[config.mk]
export PLATFORM = sky130hd
export DESIGN_NAME = serial_operand_sequencer
export DESIGN_NICKNAME = d
export VERILOG_FILES = /design/src/rtl/serial_operand_sequencer.sv
export SDC_FILE = /design/constraint.sdc
export NUM_CORES = 1
export LEC_CHECK = 0
export CAP_MARGIN = 30
export CORE_ASPECT_RATIO = 2
export CORE_MARGIN = 5
export CORE_UTILIZATION = 55
export DETAILED_ROUTE_END_ITERATION = 6
export PLACE_DENSITY = 0.79
export SETUP_SLACK_MARGIN = 0.02
export SYNTH_ARGS = -nofsm -noshare
export SYNTH_HDL_FRONTEND = slang
export SYNTH_SLANG_ARGS = --single-unit
[constraint.sdc]
create_clock -name clk -period 2.2 [get_ports clk]
set_input_delay 0.55 -clock clk [delete_from_list [all_inputs] [get_ports clk]]
set_output_delay 0.55 -clock clk [all_outputs]
set_load 0.01 [all_outputs]
[src/rtl/serial_operand_sequencer.sv]
// serial_operand_sequencer: register file that streams operands LSB-first to a 1-bit ALU and writes back the result.
// Optional ZERO_REG_EN: register 0 reads as zero and ignores writes.
module serial_operand_sequencer #(
    parameter int WIDTH = 8,
    parameter int NREGS = 4,
    localparam int AW = (NREGS > 1) ? $clog2(NREGS) : 1
) (
    input  logic             clk,
    input  logic             rst_n,
    input  logic             start,
    input  logic [2:0]       op_in,
    input  logic [AW-1:0]    rs1_addr,
    input  logic [AW-1:0]    rs2_addr,
    input  logic [AW-1:0]    rd_addr,
    input  logic             wr_en,
    input  logic [AW-1:0]    wr_addr,
    input  logic [WIDTH-1:0] wr_data,
    input  logic [AW-1:0]    rd_sel,
    output logic [WIDTH-1:0] rd_data,
    output logic             busy,
    output logic             done,
    output logic             alu_rs1,
    output logic             alu_rs2,
    output logic [2:0]       alu_op,
    output logic             alu_en,
    output logic             alu_start,
    input  logic             alu_result
);
    localparam int CW = $clog2(WIDTH);
    localparam logic [CW-1:0] LAST = CW'(WIDTH - 1);
`ifdef ZERO_REG_EN
    localparam bit ZERO_REG = 1'b1;
`else
    localparam bit ZERO_REG = 1'b0;
`endif

    typedef enum logic [1:0] {IDLE, SHIFT, DRAIN} state_t;

    state_t           state, state_d;
    logic [WIDTH-1:0] regs [NREGS];
    logic [WIDTH-1:0] a_sr, b_sr, res_sr, wb_val;
    logic [2:0]       op_q;
    logic [AW-1:0]    rd_q;
    logic [CW-1:0]    cnt;

    function automatic logic [WIDTH-1:0] rf(input logic [AW-1:0] ad);
        return (ZERO_REG && ad == '0) ? '0 : regs[ad];
    endfunction

    assign rd_data   = rf(rd_sel);
    assign wb_val    = {alu_result, res_sr[WIDTH-1:1]};
    assign alu_rs1   = a_sr[0];
    assign alu_rs2   = b_sr[0];
    assign alu_op    = op_q;

    always_ff @(posedge clk) begin
        if (!rst_n) state <= IDLE;
        else        state <= state_d;
    end

    always_comb begin
        state_d   = (state == IDLE && start)       ? SHIFT :
                    (state == SHIFT && cnt == LAST) ? DRAIN :
                    (state == DRAIN)                ? IDLE  : state;
        busy      = state != IDLE;
        alu_en    = state == SHIFT;
        alu_start = state == SHIFT && cnt == '0;
    end

    // Operand shifts replicate the MSB so the serial outputs hold their last bit after SHIFT.
    always_ff @(posedge clk) begin
        if (!rst_n) begin
            for (int i = 0; i < NREGS; i++) regs[i] <= '0;
            a_sr   <= '0;
            b_sr   <= '0;
            res_sr <= '0;
            op_q   <= '0;
            rd_q   <= '0;
            cnt    <= '0;
            done   <= 1'b0;
        end else begin
            done <= 1'b0;
            if (wr_en && !(ZERO_REG && wr_addr == '0)) regs[wr_addr] <= wr_data;
            if (state == IDLE && start) begin
                a_sr <= rf(rs1_addr);
                b_sr <= rf(rs2_addr);
                op_q <= op_in;
                rd_q <= rd_addr;
                cnt  <= '0;
            end
            if (state == SHIFT) begin
                a_sr <= {a_sr[WIDTH-1], a_sr[WIDTH-1:1]};
                b_sr <= {b_sr[WIDTH-1], b_sr[WIDTH-1:1]};
                cnt  <= cnt + CW'(1);
                if (cnt != '0) res_sr <= wb_val;
            end
            if (state == DRAIN) begin
                res_sr <= wb_val;
                if (!(ZERO_REG && rd_q == '0)) regs[rd_q] <= wb_val;
                done <= 1'b1;
            end
        end
    end
endmodule

==> flow_metrics.env <==
export IMPL_final_max_slew_viol_count=0
export IMPL_crit_path_max_fanout=3
export IMPL_chipWidth_microns=67.6
export IMPL_root_buffer="sky130_fd_sc_hd__clkbuf_16"
export IMPL_synth_seq_area_share_pct=44.9
export IMPL_route_detailed_wl_per_inst_microns=18.6
export IMPL_viasPerCell=6.24
export IMPL_drt_initial_drc_count=272
export IMPL_clk_latency_ns=0.33
export IMPL_share_of_flip_flops_with_an_asynchronous_set_or_reset_pct=0
export IMPL_io_buffer_count=42
export IMPL_clock_power_share_pct=41.1
export IMPL_ys_dominant_reg_cell="sky130_fd_sc_hd__dfxtp_1"
export IMPL_synthesis_nets=380
export IMPL_synth_warnings=0
export IMPL_clock_tree_from_tritoncts="done"
export IMPL_tightestPinTransition_ns=0.519
export IMPL_maximum_clock_frequency_mhz=476
export IMPL_fraction_of_layout_instances_using_a_drive_strength_above_1_pct=22.4
export IMPL_ant_nets=0
export IMPL_outcome="finished, final reports clean"
export IMPL_grt_pass1_vias=2953
export IMPL_post_route_clock_period_utilization_pct=95.5
export IMPL_hold_worst_slack_ns=0.459
export IMPL_insertedDiodeCount=0
export IMPL_power_sequential_fraction_pct=43.4
export IMPL_crit_path_end_kind="output pin"
export IMPL_post_synth_top_count_cell="sky130_fd_sc_hd__nand2_1"
export IMPL_grt_overflow_total=0
export IMPL_syn_cell_area_sq_um=3650
export IMPL_vias=3049
export IMPL_final_hold_violation_count=0
export IMPL_cp_arrival_ns=1.55
export IMPL_synthToLayoutAreaGrowth_pct=23.1
export IMPL_yosys_area_top_type="sky130_fd_sc_hd__edfxtp_1"
export IMPL_post_synth_inst_count=348
export IMPL_slew_headroom_pct=65.4
export IMPL_critical_path_required_ns=1.65
export IMPL_global_placer_s_final_weighted_congestion=0.887
export IMPL_grt_pass1_wl_mm=14.4
export IMPL_drt_pass1_iterations=5
export IMPL_die_h_microns=125
export IMPL_total_power_w=0.00331
export IMPL_die_area_sq_um=8470
export IMPL_synth_distinct_cells=39
export IMPL_dp_hpwl_mm=6.62
export IMPL_p_leak_nw=1.66
export IMPL_top_level_ports=43
export IMPL_power_report_internal_total_w=0.00251
export IMPL_post_synth_cell_area_avg_sq_um=10.5
export IMPL_total_switching_power_w=0.000801
export IMPL_fp_coreArea_sq_um=6570
export IMPL_placed_cells_incl_taps=471
export IMPL_peakVddDrop_v=0.000659
export IMPL_fillerInstances=493
export IMPL_initial_utilization_pct=55.6
export IMPL_p_comb_share_pct=15.5
export IMPL_cap_viol_max_count=0
export IMPL_grt_total_usage_pct=23.0
export IMPL_numCtsBuffers=9
export IMPL_synth_top_area_share_pct=26.3
export IMPL_synth_area_leaders="sky130_fd_sc_hd__edfxtp_1 26%, sky130_fd_sc_hd__dfxtp_1 19%, sky130_fd_sc_hd__mux2_2 7.4%, sky130_fd_sc_hd__nand2_1 6.3%, sky130_fd_sc_hd__o21ai_0 5.2%"
export IMPL_cts_hold_buf=0
export IMPL_drc_errors=0
export IMPL_finalWirelength_mm=9.08
export IMPL_clock_skew_final_ns=0.00519
export IMPL_max_clock_path_buffers=2
export IMPL_hold_path_class="reg2reg"
export IMPL_final_net_count=428
export IMPL_final_instance_count_excl_fill=489
export IMPL_power_density_nw_per_um2=737
export IMPL_final_min_clock_period_ns=2.10
export IMPL_cts_sink_count=66
export IMPL_setup_viol=0
export IMPL_synth_edff_count=32
export IMPL_grt_antenna_before_repair=0
export IMPL_grt_start_max_net_pins=23
export IMPL_fin_util_pct=68.5
export IMPL_synth_top_cells_by_count="61 x sky130_fd_sc_hd__nand2_1, 38 x sky130_fd_sc_hd__o21ai_0, 34 x sky130_fd_sc_hd__dfxtp_1"
export IMPL_swShare_pct=24.2
export IMPL_worstSetupPathType="reg2out"
export IMPL_worstSetupStartpointType="flip-flop"
export IMPL_placementRows=42
export IMPL_cts_htree_levels=3
export IMPL_rsz0062_at_grt="false"
export IMPL_synth_seq_cells=66
export IMPL_worst_setup_hold_path_clk_slew_ns=0.05
[worst max-delay path: stages, from the launching register on]
cell                              delay (ns)
sky130_fd_sc_hd__dfxtp_1                0.35
sky130_fd_sc_hd__inv_1                  0.07
sky130_fd_sc_hd__ha_1                   0.22
sky130_fd_sc_hd__inv_1                  0.06
sky130_fd_sc_hd__clkdlybuf4s50_1        0.52
[power by group through the flow]
| stage | combinational (W) | sequential (W) | clock (W) |
|---|---|---|---|
| after detailed placement | 0.000521 | 0.00146 | 0 |
| after global placement | 0.000507 | 0.00145 | 0 |
| final | 0.000513 | 0.00144 | 0.00136 |
| after floorplan | 0.000311 | 0.00144 | 0 |
| after global routing | 0.000550 | 0.00145 | 0.00144 |
| after CTS | 0.000508 | 0.00144 | 0.00138 |
[metal layers]
layer  GRT usage, %  up-vias  wire, microns
met5              0        -              0
met4           14.2        0            406
met1           23.9     1463           3270
met2           39.3      145           4930
met3           5.75       37            476
li1               -     1404              -
[kinds of logic after synthesis]
family / Yosys count / synth area share (%)
adders and majority gates: 6 / 2.06
and+or+nand+nor: 97 / 13.5
DFF: 66 / 44.9
AOI/OAI and AO/OA: 103 / 18.0
muxes: 39 / 15.7
buffers and inverters: 37 / 5.76
[what timing repair did]
action | 4_1_cts | 5_1_grt
setup endpoints to repair | 9 | 2
gates resized for setup | 37 | 2
setup buffers | 2 | 0
[cell usage in the layout (no fill, tap or decap), drive strengths merged, types with 2 or more instances in the layout]
master and count:
and2 3, a221oi 14, dlygate4sd2 2, inv 8, clkbuf 12, and3b 3, nor3b 2, dfxtp 34
nor2 3, buf 33, mux4 10, and3 3, edfxtp 32, o21ai 40, a21oi 32, mux2 28
nand2 62, and4b 3, ha 6, nand3 9, a22o 16, nand3b 3, clkinv 3, clkdlybuf4s50 31
[area by class of cell]
class	count	area, sq um	share of cell area (%)
well taps	88	110	2.45
multi-input cells	245	1800	40.0
inverters	8	30.0	0.668
clock buffers	12	236	5.26
clock inverters	4	43.8	0.974
flip-flops and latches	66	1640	36.5
repair buffers	66	634	14.1
[per-stage QoR]
step | worst slack (ns) | setup TNS [ns] | instance area (sq um)
finish | 0.0986 | 0 | 4500
global route | 0.0280 | 0 | 4500
CTS | 0.0245 | 0 | 4500
floorplan | 0.312 | 0 | 3650
detailed placement | -0.595 | -4.99 | 4240
global placement | -0.584 | -4.58 | 4240
[final timing paths]
check / startpoint / to / slack (ns) / depth (start not counted)
hold reg to reg: alu_op[1] / alu_op[1] / 0.46 / 2
setup / recovery: state[0] / busy / 0.1 / 4
setup reg to reg: state[0] / regs[3][0] / 0.41 / 4
hold / removal: alu_op[1] / alu_op[1] / 0.46 / 2
[flip-flops by register name (all words and copies together), names as in the netlist]
register,cells
a_sr,8
alu_op,3
b_sr,8
cnt,3
done,1
rd_q,2
regs,32
res_sr,7
state,2
No activity file was read; power rests on OpenSTA's default activity.
==> RTL change, RTL diff (config.mk and constraints unchanged) <==
The option `ZERO_REG_EN` is turned on by a define.
--- a/src/rtl/serial_operand_sequencer.sv
+++ b/src/rtl/serial_operand_sequencer.sv
@@ -1,5 +1,7 @@
 // serial_operand_sequencer: register file that streams operands LSB-first to a 1-bit ALU and writes back the result.
 // Optional ZERO_REG_EN: register 0 reads as zero and ignores writes.
+`define ZERO_REG_EN
+
 module serial_operand_sequencer #(
     parameter int WIDTH = 8,
     parameter int NREGS = 4,
Behaviour: not the same (Yosys sat finds a counterexample within 4 cycles, from zero or initial values and one cycle with rst_n low).
==> RTL change against the unedited design <==
  * Final area shrank 13%
  * Global-route usage rose by 2.2 points
  * Routed wire length shrank 2.9%
  * Register-to-register slack got worse by 0.06 ns
  * First-iteration DRC count decreased by 20%
  * Die area fell by 13%
  * Total power down 7.6%
  * Critical path depth up 1
  * Sequential cell count decreased by 8
  * Sequential share of layout area down 0.64 points
  * Worst setup slack got worse by 0.011 ns
  * Area after synthesis fell by 14%
==> RTL change: results (changes against the unedited design) <==
| Metric | Value |
|---|---|
| GR met3 Demand/Resource | `5.97% (was 5.75%)` |
| Initial antenna violation count | `0 (unchanged)` |
| WHS | `0.454 ns (was 0.459 ns)` |
| Vias in the first global route | `2789 (was 2953)` |
| GRT met1 Usage | `27.6% (was 23.9%)` |
| Buffer depth of the longest clock path | `2 (unchanged)` |
| Internal power | `2.34 mW (was 2.51 mW)` |
| # nets final | `416 (was 428)` |
| Met2 demand-to-capacity share in global routing | `45.7% (was 39.3%)` |
| Layout cells sized above 1 | `16.7% (was 22.4%)` |
| Hold path endpoint | `alu_op[0] (was alu_op[1])` |
| Placed cell area | `3630 µm² (was 4240 µm²)` |
| Synth Instances | `340 (was 348)` |
| Placed Cells | `434 (was 471)` |
| 1st-iter DRT viols | `217 (was 272)` |
| Sequential fraction of the synthesis area | `44.7% (was 44.9%)` |
| Dominant cells by area after synthesis | `edfxtp_1 (23%), dfxtp_1 (22%), a21oi_1 (7.7%), o21ai_0 (6.2%), nand2_1 (6.0%) (was edfxtp_1 (26%), dfxtp_1 (19%), mux2_2 (7.4%), nand2_1 (6.3%), o21ai_0 (5.2%))` |
| Synth cell count leaders | `nand2_1 (50), a21oi_1 (48), o21ai_0 (39) (was nand2_1 (61), o21ai_0 (38), dfxtp_1 (34))` |
| Least-Margin Pin Slew | `0.495 ns (was 0.519 ns)` |
| RR Endpoint | `regs[1][6] (was regs[3][0])` |
| Post-DP HPWL | `6.39 mm (was 6.62 mm)` |
| Cell Pwr Density | `784 nW/µm² (was 737 nW/µm²)` |
| Final GP Congestion | `0.890 (was 0.887)` |
| DRT Pass-1 Iters | `4 (was 5)` |
| Max VDD drop | `0.824 mV (was 0.659 mV)` |
| Status | `finished clean (unchanged)` |
| EDFF count, synth | `24 (was 32)` |
| Setup slack, reg-to-reg | `0.35 ns (was 0.41 ns)` |
| Startpoint Class | `input pin (was flip-flop)` |
| Critical path peak fanout | `9 (was 3)` |
| Finished Layout Cells | `450 (was 489)` |
| Yosys cell types | `36 (was 39)` |
| First-pass GRT wire length | `14.3 mm (was 14.4 mm)` |
| Largest net degree at the start of global routing | `24 (was 23)` |
| Worst Setup SP | `rd_sel[0] (was state[0])` |
| Gr usage total | `25.2% (was 23.0%)` |
| Top Registers | `regs: 24 flops, a_sr: 8 flops, b_sr: 8 flops (was regs: 32 flops, a_sr: 8 flops, b_sr: 8 flops)` |
| Hold path start | `alu_op[0] (was alu_op[1])` |
| Layout Skew | `0.00852 ns (was 0.00519 ns)` |
| Critical Path End | `rd_data[6] (was busy)` |
| Via count | `2858 (was 3049)` |
| Post-Place Setup Slack | `-0.608 ns (was -0.595 ns)` |
RTL change: cell type report:
cell class | count | area (µm²)
Clock buffer | 13 | 260
Timing Repair Buffer | 64 | 574
Clock inverter | 3 | 40.0
Multi-Input combinational cell | 243 | 1530
Sequential cell | 58 | 1400
Tap cell | 61 | 76.3
Fill cell | 435 | 1700
Inverter | 8 | 30.0
RTL change: what timing repair did:
action	4_1_cts	5_1_grt
gates resized for setup	37	6
endpoints found under the setup margin	10	6
setup buffers	0	0
pin swaps	0	0
cloned	1	0
RTL change: cell families after synthesis:
group | synth area share [%]
flops | 44.7
fa+ha+maj | 2.40
compound gates | 27.2
buf+inv | 6.99
mux | 3.83
simple gates | 14.8
RTL change: per-layer routing:
layer  share of wire (%)  wire, µm
met1                  37      3280
met3                 5.3       467
met4                 2.3       200
met5                   0         0
met2                  55      4870
RTL change: worst reg2reg max path, stage by stage (launching register included):
cell and delay [ns]:
dfxtp_1 0.36, inv_1 0.07, ha_1 0.30, and4b_1 0.26
or3_1 0.54
